[src/rtl/calc_pkg.sv]
// Shared encodings for the calc_seq sequential calculator: operation select and FSM states.
package calc_pkg;

  localparam logic [1:0] MODO_ADD = 2'b00;
  localparam logic [1:0] MODO_SUB = 2'b01;
  localparam logic [1:0] MODO_MUL = 2'b10;
  localparam logic [1:0] MODO_SHL = 2'b11;

  typedef enum logic [1:0] {
    ST_IDLE = 2'b00,
    ST_EXEC = 2'b01,
    ST_DONE = 2'b10
  } state_t;

endpackage

[src/rtl/calc_mul_seq.sv]
// Iterative shift-add multiplier: one partial product per enabled cycle, WIDTH cycles per product.
// product_lo/product_hi show the accumulator including the current step, valid while finish is high.
module calc_mul_seq
  import calc_pkg::*;
#(
  parameter int WIDTH = 8
) (
  input  logic             clk,
  input  logic             rst,
  input  logic             enb,
  input  logic             load,
  input  logic [WIDTH-1:0] a,
  input  logic [WIDTH-1:0] b,
  output logic             finish,
  output logic [WIDTH-1:0] product_lo,
  output logic [WIDTH-1:0] product_hi
);

  localparam int CW = $clog2(WIDTH);
  localparam logic [CW-1:0] LAST = CW'(WIDTH - 1);

  logic                 r_active;
  logic [CW-1:0]        r_cnt;
  logic [2*WIDTH-1:0]   r_acc;
  logic [2*WIDTH-1:0]   r_mcand;
  logic [WIDTH-1:0]     r_mplier;

  logic [2*WIDTH-1:0]   w_addend;
  logic [2*WIDTH-1:0]   w_accNext;

  assign w_addend   = r_mplier[0] ? r_mcand : '0;
  assign w_accNext  = r_acc + w_addend;
  assign finish     = r_active && (r_cnt == LAST);
  assign product_lo = w_accNext[WIDTH-1:0];
  assign product_hi = w_accNext[2*WIDTH-1:WIDTH];

  // The final step is folded into the outputs so the caller can capture the product on the same edge.
  always_ff @(posedge clk or negedge rst) begin
    if (!rst) begin
      r_active <= 1'b0;
      r_cnt    <= '0;
      r_acc    <= '0;
      r_mcand  <= '0;
      r_mplier <= '0;
    end else if (enb) begin
      if (load) begin
        r_active <= 1'b1;
        r_cnt    <= '0;
        r_acc    <= '0;
        r_mcand  <= {{WIDTH{1'b0}}, a};
        r_mplier <= b;
      end else if (r_active) begin
        r_acc    <= w_accNext;
        r_mcand  <= {r_mcand[2*WIDTH-2:0], 1'b0};
        r_mplier <= {1'b0, r_mplier[WIDTH-1:1]};
        if (finish) begin
          r_active <= 1'b0;
        end else begin
          r_cnt <= r_cnt + 1'b1;
        end
      end
    end
  end

endmodule

[src/rtl/calc_seq.sv]
// Parametrised sequential calculator (add/sub/mul/shl) with start/busy/done handshake.
// Optional zero/carry flag outputs are enabled by defining CALC_FLAGS_EN.
module calc_seq
  import calc_pkg::*;
#(
  parameter int WIDTH = 8
) (
  input  logic             clk,
  input  logic             rst,
  input  logic             enb,
  input  logic             start,
  input  logic [1:0]       modo,
  input  logic [WIDTH-1:0] a,
  input  logic [WIDTH-1:0] b,
  output logic [WIDTH-1:0] c,
  output logic             busy,
  output logic             done
`ifdef CALC_FLAGS_EN
  ,
  output logic             zero,
  output logic             carry
`endif
);

  localparam int SHW = $clog2(WIDTH);

  state_t           r_state;
  logic [WIDTH-1:0] r_a;
  logic [WIDTH-1:0] r_b;
  logic [1:0]       r_modo;
  logic [WIDTH-1:0] r_c;

  logic             w_accept;
  logic             w_mulLoad;
  logic             w_mulFinish;
  logic             w_complete;
  logic [WIDTH-1:0] w_prodLo;
  logic [WIDTH-1:0] w_prodHi;
  logic [WIDTH:0]   w_sum;
  logic [WIDTH:0]   w_diff;
  logic             w_shOver;
  logic [WIDTH-1:0] w_shlRes;
  logic [WIDTH-1:0] w_shlBack;
  logic [WIDTH-1:0] w_res;
  logic             w_carry;

  assign c    = r_c;
  assign busy = (r_state == ST_EXEC);
  assign done = (r_state == ST_DONE);

  assign w_accept   = enb && start && (r_state == ST_IDLE);
  assign w_mulLoad  = w_accept && (modo == MODO_MUL);
  assign w_complete = (r_state == ST_EXEC) && ((r_modo != MODO_MUL) || w_mulFinish);

  calc_mul_seq #(
    .WIDTH(WIDTH)
  ) u_mul (
    .clk       (clk),
    .rst       (rst),
    .enb       (enb),
    .load      (w_mulLoad),
    .a         (a),
    .b         (b),
    .finish    (w_mulFinish),
    .product_lo(w_prodLo),
    .product_hi(w_prodHi)
  );

  // Any b bit above the low SHW bits means b >= WIDTH, so everything is shifted out.
  always_comb begin
    w_sum     = {1'b0, r_a} + {1'b0, r_b};
    w_diff    = {1'b0, r_a} - {1'b0, r_b};
    w_shOver  = |(r_b >> SHW);
    w_shlRes  = w_shOver ? '0 : (r_a << r_b[SHW-1:0]);
    w_shlBack = w_shlRes >> r_b[SHW-1:0];
    w_res     = '0;
    w_carry   = 1'b0;
    case (r_modo)
      MODO_ADD: begin
        w_res   = w_sum[WIDTH-1:0];
        w_carry = w_sum[WIDTH];
      end
      MODO_SUB: begin
        w_res   = w_diff[WIDTH-1:0];
        w_carry = w_diff[WIDTH];
      end
      MODO_MUL: begin
        w_res   = w_prodLo;
        w_carry = |w_prodHi;
      end
      default: begin
        w_res   = w_shlRes;
        w_carry = w_shOver ? (|r_a) : (w_shlBack != r_a);
      end
    endcase
  end

  always_ff @(posedge clk or negedge rst) begin
    if (!rst) begin
      r_state <= ST_IDLE;
      r_a     <= '0;
      r_b     <= '0;
      r_modo  <= MODO_ADD;
      r_c     <= '0;
    end else if (enb) begin
      case (r_state)
        ST_IDLE: begin
          if (start) begin
            r_a     <= a;
            r_b     <= b;
            r_modo  <= modo;
            r_state <= ST_EXEC;
          end
        end
        ST_EXEC: begin
          if (w_complete) begin
            r_c     <= w_res;
            r_state <= ST_DONE;
          end
        end
        ST_DONE: r_state <= ST_IDLE;
        default: r_state <= ST_IDLE;
      endcase
    end
  end

`ifdef CALC_FLAGS_EN
  logic r_zero;
  logic r_carry;

  assign zero  = r_zero;
  assign carry = r_carry;

  always_ff @(posedge clk or negedge rst) begin
    if (!rst) begin
      r_zero  <= 1'b0;
      r_carry <= 1'b0;
    end else if (enb && w_complete) begin
      r_zero  <= (w_res == '0);
      r_carry <= w_carry;
    end
  end
`else
  logic w_unusedFlags;
  assign w_unusedFlags = w_carry ^ w_accept;
`endif

endmodule

[config.mk]
export PLATFORM = sky130hd
export DESIGN_NAME = calc_seq
export DESIGN_NICKNAME = d
export VERILOG_FILES = /design/src/rtl/calc_pkg.sv /design/src/rtl/calc_mul_seq.sv /design/src/rtl/calc_seq.sv
export SDC_FILE = /design/constraint.sdc
export NUM_CORES = 1
export LEC_CHECK = 0
export CORE_ASPECT_RATIO = 1.25
export CORE_MARGIN = 3
export CORE_UTILIZATION = 45
export DETAILED_ROUTE_END_ITERATION = 12
export GPL_TIMING_DRIVEN = 0
export SYNTH_ARGS = -nofsm -noshare
export SYNTH_HDL_FRONTEND = slang
export SYNTH_SLANG_ARGS = --single-unit
[constraint.sdc]
create_clock -name clk -period 3.4 [get_ports clk]
set_clock_uncertainty 0.2 [all_clocks]
set_input_delay 0.68 -clock clk [delete_from_list [all_inputs] [get_ports clk]]
set_output_delay 0.68 -clock clk [all_outputs]
set_load 0.02 [all_outputs]
# Word-level counts from Yosys, hierarchy flattened
# Cells that the tools add are included.
# Widths: inputs -> output; s select.
totals:
  reg_bits: 72
  inputBits: 22
  wordCells: 58
classes:
  add_sub_neg: 4
  n_eq_ne: 10
  shift: 1
  mux: 18
  n_reduce_logical: 15
ops:
  columns: ["op", "count"]
  rows:
  - ["$mux 16", 5]
  - ["$mux 8", 3]
  - ["$pmux 8 s3", 1]
  - ["$add 16x16->16", 1]
  - ["$reduce_and 3->1", 4]
  - ["$mux 3", 3]
  - ["$add 8x8->8", 1]
  - ["$shl 8x3->8", 1]
  - ["$sub 8x8->8", 1]
  - ["$eq 2x2->1 const B", 3]
  - ["$logic_and 1x1->1", 5]
  - ["$reduce_or 5->1", 1]
  - ["$eq 2x1->1 const B", 2]
  - ["$logic_not 2->1", 2]
  - ["$mux 2", 2]
  - ["$ne 2x1->1 const B", 2]
  - ["$ne 2x2->1 const B", 2]
  - ["$pmux 2 s2", 1]
  - ["$add 3x1->3 const B", 1]
  - ["$eq 3x3->1 const B", 1]
  - ["$mux 1", 3]
  - ["$reduce_and 2->1", 1]
  - ["$reduce_bool 2->1", 1]
  - ["$logic_or 1x1->1", 1]

# Longest topological paths before layout
depth:
  ltp_word: 6
  ltp_mapped: 13
  ltp_nobuf: 12

# Cells and area by module
# A second synthesis with hierarchy kept.
unflattened:
  cells_unflattened: 457
  area_unflattened_um2: 4531.8
modules_own_cells:
  columns: ["mod", "n_inst", "cells_per_inst", "area_each_um2", "seq_area_each_um2"]
  rows:
  - ["calc_mul_seq", 1, 266, 2668.8, 1101.1]
  - ["calc_seq", 1, 191, 1863.0, 700.7]

# Worst setup path after synthesis
# No wires, ideal clock.
synth_timing:
  path_type: "register -> register"
  startpoint: "register r_b[1]"
  endpoint: "register r_c[7] (netlist: c[7])"
  t_arrival_ps: 2665
  slack_ps: 409
  stages_incl_launch_ff: 13
  n_path_buf: 1
  period_less_slack_ps: 2991
  path_cell_list: "dfrtp_1 -> buf_4 -> clkinv_1 -> ha_1 -> nor3b_1 -> nor2_1 -> xnor2_1 -> ha_1 -> or4_1 -> o22ai_1 -> xnor2_1 -> o2111ai_1 -> o32a_1"
synth_between:
  elab_chain_len: 3
  elab_cells_between_ends: 5
  classes_between: "add/sub: 2; shift: 1; mux: 2"
synth_rtl:
  columns: ["element", "line", "source"]
  rows:
  - ["start: declaration", "calc_seq.sv:29", "logic [WIDTH-1:0] r_b;"]
  - ["start signal: assignment", "calc_seq.sv:102", "r_b <= '0;"]
  - ["start signal: assignment", "calc_seq.sv:110", "r_b <= b;"]
  - ["branches (longest 2 deep; another with $sub 8x8->8)", null, null]
  - ["$pmux 8 s3 *", "calc_seq.sv:78", "case (r_modo)"]
  - ["end signal: assignment", "calc_seq.sv:117", "r_c <= w_res;"]
  - ["end: declaration", "calc_seq.sv:31", "logic [WIDTH-1:0] r_c;"]
# Mark *: on every way between the ends.
# A chain may end at the register's enable or synchronous reset.

# Final worst setup path
layout_timing:
  startpoint: "register r_b[0]"
  endpoint: "register r_c[7] (netlist: c[7])"
# The elaborated chain is that of the path after synthesis.

==> run_results.csv <==
group,metric,value,unit
floorplanning,die-area,0.008800,mm²
drt,wl_per_cell,16.92,µm
synth,synth-simple-area-share,0.1999,
timing,finalCritPeriodShare,0.9509,
setup_path,crit_required,3420,ps
floorplanning,die_w,84.51,µm
synth,ys.flop_type,"dfrtp_1",
synth,synth.area.top_cells,"dfrtp_1, ha_1, nand2_1",
final_layout,fin_util,0.5410,
floorplanning,die_h,104.1,µm
drt,drt_iter0_drc,172,
status,status,"finished clean",
placed_design,port_buffers,31,
worst_hold_path,hold_class,"in -> async",
clocking,path_clk_slew,120,ps
floorplanning,rows,35,
synth,async_flop_share,1.000,
timing,finalHoldViolations,0,
synth,postSynthCellCount,380,
timing,grt_setup_unrepaired,"false",
timing,finalMaxSlewViolations,0,
placed_design,gp_congestion,0.8131,
synth,synth_top_family_by_area,"simple AND/OR/NAND/NOR gates",
synth,synth-edff-count,0,
floorplanning,num_io_pins,32,
synth,synth_cell_type_count,51,
drt,via_per_inst,5.593,
power,max-vdd-ir-drop,0.4283,mV
synth,synth_xor_area_frac,0.03537,
synth,synthAdderAreaFrac,0.07651,
grt,grt_pass1_wl,14210,µm
synth,synth.area.mux_share,0.09636,
timing,tightestPinTransition,547.7,ps
setup_path,end_kind,"register",
timing,relSlewSlack,0.6348,
placed_design,dp_hpwl,6773,µm
grt,grt_antenna_before_repair,0,
final_layout,antenna_cells,0,
timing,setup-violations-final,0,
synth,synth_fp_nets,422,
clocking,clkSinkCount,56,
drt,drc,0,
timing,period_needed,3233,ps
placed_design,dpl.cell_count,504,
setup_path,r2r_start,"r_b[0]$_DFFE_PN0P_",
clocking,cts_tree,"yes",
flow_run,cap_violations,0,
clocking,clk_latency,330,ps
final_layout,area_growth,16.17,%
setup_path,crit_type,"reg -> reg",
grt,overflow,0,
setup_path,critPathMaxStageDelay,510,ps
clocking,htreeDepth,2,
final_layout,final_cells,514,
clocking,cts_buffers,5,
setup_path,arrival,3250,ps
drt,drt-total-wl,8697,µm
setup_path,r2r_slack,170,ps
grt,grt_max_degree,40,
clocking,cts_buffer_depth,2,
power,leakage,1.766,nW
synth,yosysSeqAreaShare,0.4042,
setup_path,crit_fanout,9,
final_layout,drive_above_1_share,0.1043,
floorplanning,start_util,0.4657,
placed_design,place_ws,45.54,ps
drt,ant_nets,0,
timing,finalWorstSetupSlack,167.0,ps
synth,syn_area_per_cell,9.124,µm²
synth,synth_compound_area_frac,0.1483,
setup_path,slowest_stage,"or4_1",
synth,synth_warnings,0,
floorplanning,core,0.007445,mm²
synth,synth.largest_area_cell,"dfrtp_1",
drt,dr.pass1.iters,4,
grt,track_usage,0.2021,
synth,synth_area,0.003467,mm²
setup_path,worstPathCellList,"buf_6, inv_1, ha_1, nor3b_2, nor2_1, xnor2_1, ha_1, or4_1, o22ai_1, xnor2_1, o2111ai_1, o32a_1",
clocking,root_buffer,"clkbuf_8",
timing,max_freq,309.3,MHz
grt,grt_pass1_vias,2785,
setup_path,reg2regPathDepth,12,
setup_path,critPathLaunchType,"register",
synth,ys_ff_latch,56,
final_layout,nNetsFinal,463,
drt,num_vias,2875,
power,power_density,1059,mW/mm²
timing,final.setup.tns,0,ps
synth,synth_top_cell_area_share,0.4042,
setup_path,reg2reg_to,"c[7]$_DFFE_PN0P_",
metal layers:
| layer | GRT usage | vias up | part of all wire |
|---|---|---|---|
| li1 | - | 1417 | - |
| met1 | 0.2749 | 1377 | 0.46 |
| met3 | 0.03011 | 16 | 0.041 |
| met2 | 0.3303 | 65 | 0.48 |
| met5 | 0 | - | 0 |
| met4 | 0.06448 | 0 | 0.022 |
synthesized netlist by cell type, types with 2 or more instances:
library cell and number:
a211oi_1 3, a21o_1 3, a21oi_1 21, a21oi_2 2, a221oi_1 3, a31oi_1 18, and2_1 9, and3_1 2
buf_2 4, clkbuf_1 12, dfrtp_1 56, fa_1 2, ha_1 18, inv_1 13, mux2_2 17, mux2_4 2
mux2i_1 9, nand2_1 59, nand3_1 5, nand3b_1 2, nor2_1 42, nor2b_1 7, nor3_1 8, nor3b_1 2
nor4_1 2, o21a_1 4, o21ai_0 17, o22ai_1 2, or4_1 2, xnor2_1 12, xor2_1 2
where the power goes:
| part | internal (mW) | switching [mW] | leakage [nW] |
|---|---|---|---|
| clock network | 0.152 | 0.253 | 0.0463 |
| registers | 0.973 | 0.278 | 0.687 |
| logic | 1.23 | 1.37 | 1.03 |
logic make-up (layout without fill, tap and decap cells):
logic type | Yosys count | count (layout)
AO/OA/AOI/OAI | 82 | 82
XOR/XNOR | 14 | 14
adder cells (fa/ha/maj) | 20 | 20
buffers and inverters | 32 | 74
flip-flops | 56 | 56
multiplexers | 29 | 29
AND/OR/NAND/NOR | 147 | 147
per-stage QoR:
stage | hold slack [ps] | instance area (µm²) | power (mW)
6_report | 91.91 | 4028 | 4.264
2_1_floorplan | 184.4 | 3467 | 3.154
3_5_place_dp | 298.7 | 3908 | 3.837
3_3_place_gp | 290.3 | 3892 | 3.767
5_1_grt | 112.1 | 4028 | 4.646
4_1_cts | 97.22 | 4004 | 4.254
repair_timing:
item / 4_1_cts / 5_1_grt
gates resized for setup: 0 / 2
hold buffers: 0 / 0
hold endpoints to repair: 0 / 0
setup endpoints to repair: 0 / 2
buffers inserted: 0 / 2
worst max-delay path by stage:
stage / startpoint / endpoint / depth (start not counted)
3_3_place_gp: rst / r_b[6]$_DFFE_PN0P_ / 1
6_report: r_b[0]$_DFFE_PN0P_ / c[7]$_DFFE_PN0P_ / 12
3_5_place_dp: r_b[1]$_DFFE_PN0P_ / c[7]$_DFFE_PN0P_ / 12
5_1_grt: r_b[0]$_DFFE_PN0P_ / c[7]$_DFFE_PN0P_ / 12
4_1_cts: r_b[1]$_DFFE_PN0P_ / c[7]$_DFFE_PN0P_ / 12
2_1_floorplan: r_b[1]$_DFFE_PN0P_ / c[7]$_DFFE_PN0P_ / 12
final cells by class:
class                   count  area (µm²)
repair buffers             34       340.3
multi-input cells         292        1934
inverters                  14       56.30
clock inverters             3       27.53
fillers                   699        3417
clock buffers               5       68.82
flip-flops and latches     56        1401
well taps                  92       115.1
plain buffers              18       83.83
state kept, by name (all words and copies together) (netlist names):
register and count:
u_mul.r_mcand 8, u_mul.r_acc 8, u_mul.r_active 1, r_state 2
r_b 8, r_a 8, u_mul.r_cnt 3, u_mul.r_mplier 8
r_modo 2, c 8
critical path, delay by kind of cell (launching register included):
| family | cells | cell delay, ps |
|---|---|---|
| fa+ha+maj | 2 | 420 |
| buf+inv | 2 | 260 |
| xor+xnor | 2 | 300 |
| compound gates | 3 | 730 |
| simple gates | 3 | 790 |
| flops | 1 | 410 |
cells in the final DEF (no fill, tap or decap), drive strengths merged, types with 9 or more instances in the layout:
master and count:
inv 14, clkbuf 17, mux2 19, clkdlybuf4s50 30
a31oi 18, xnor2 12, buf 10, mux2i 9
ha 18, a21oi 23, nor2 42, and2 9
dfrtp 56, nand2 59, o21ai 17
Note: power is estimated with default switching activity, not from simulation.
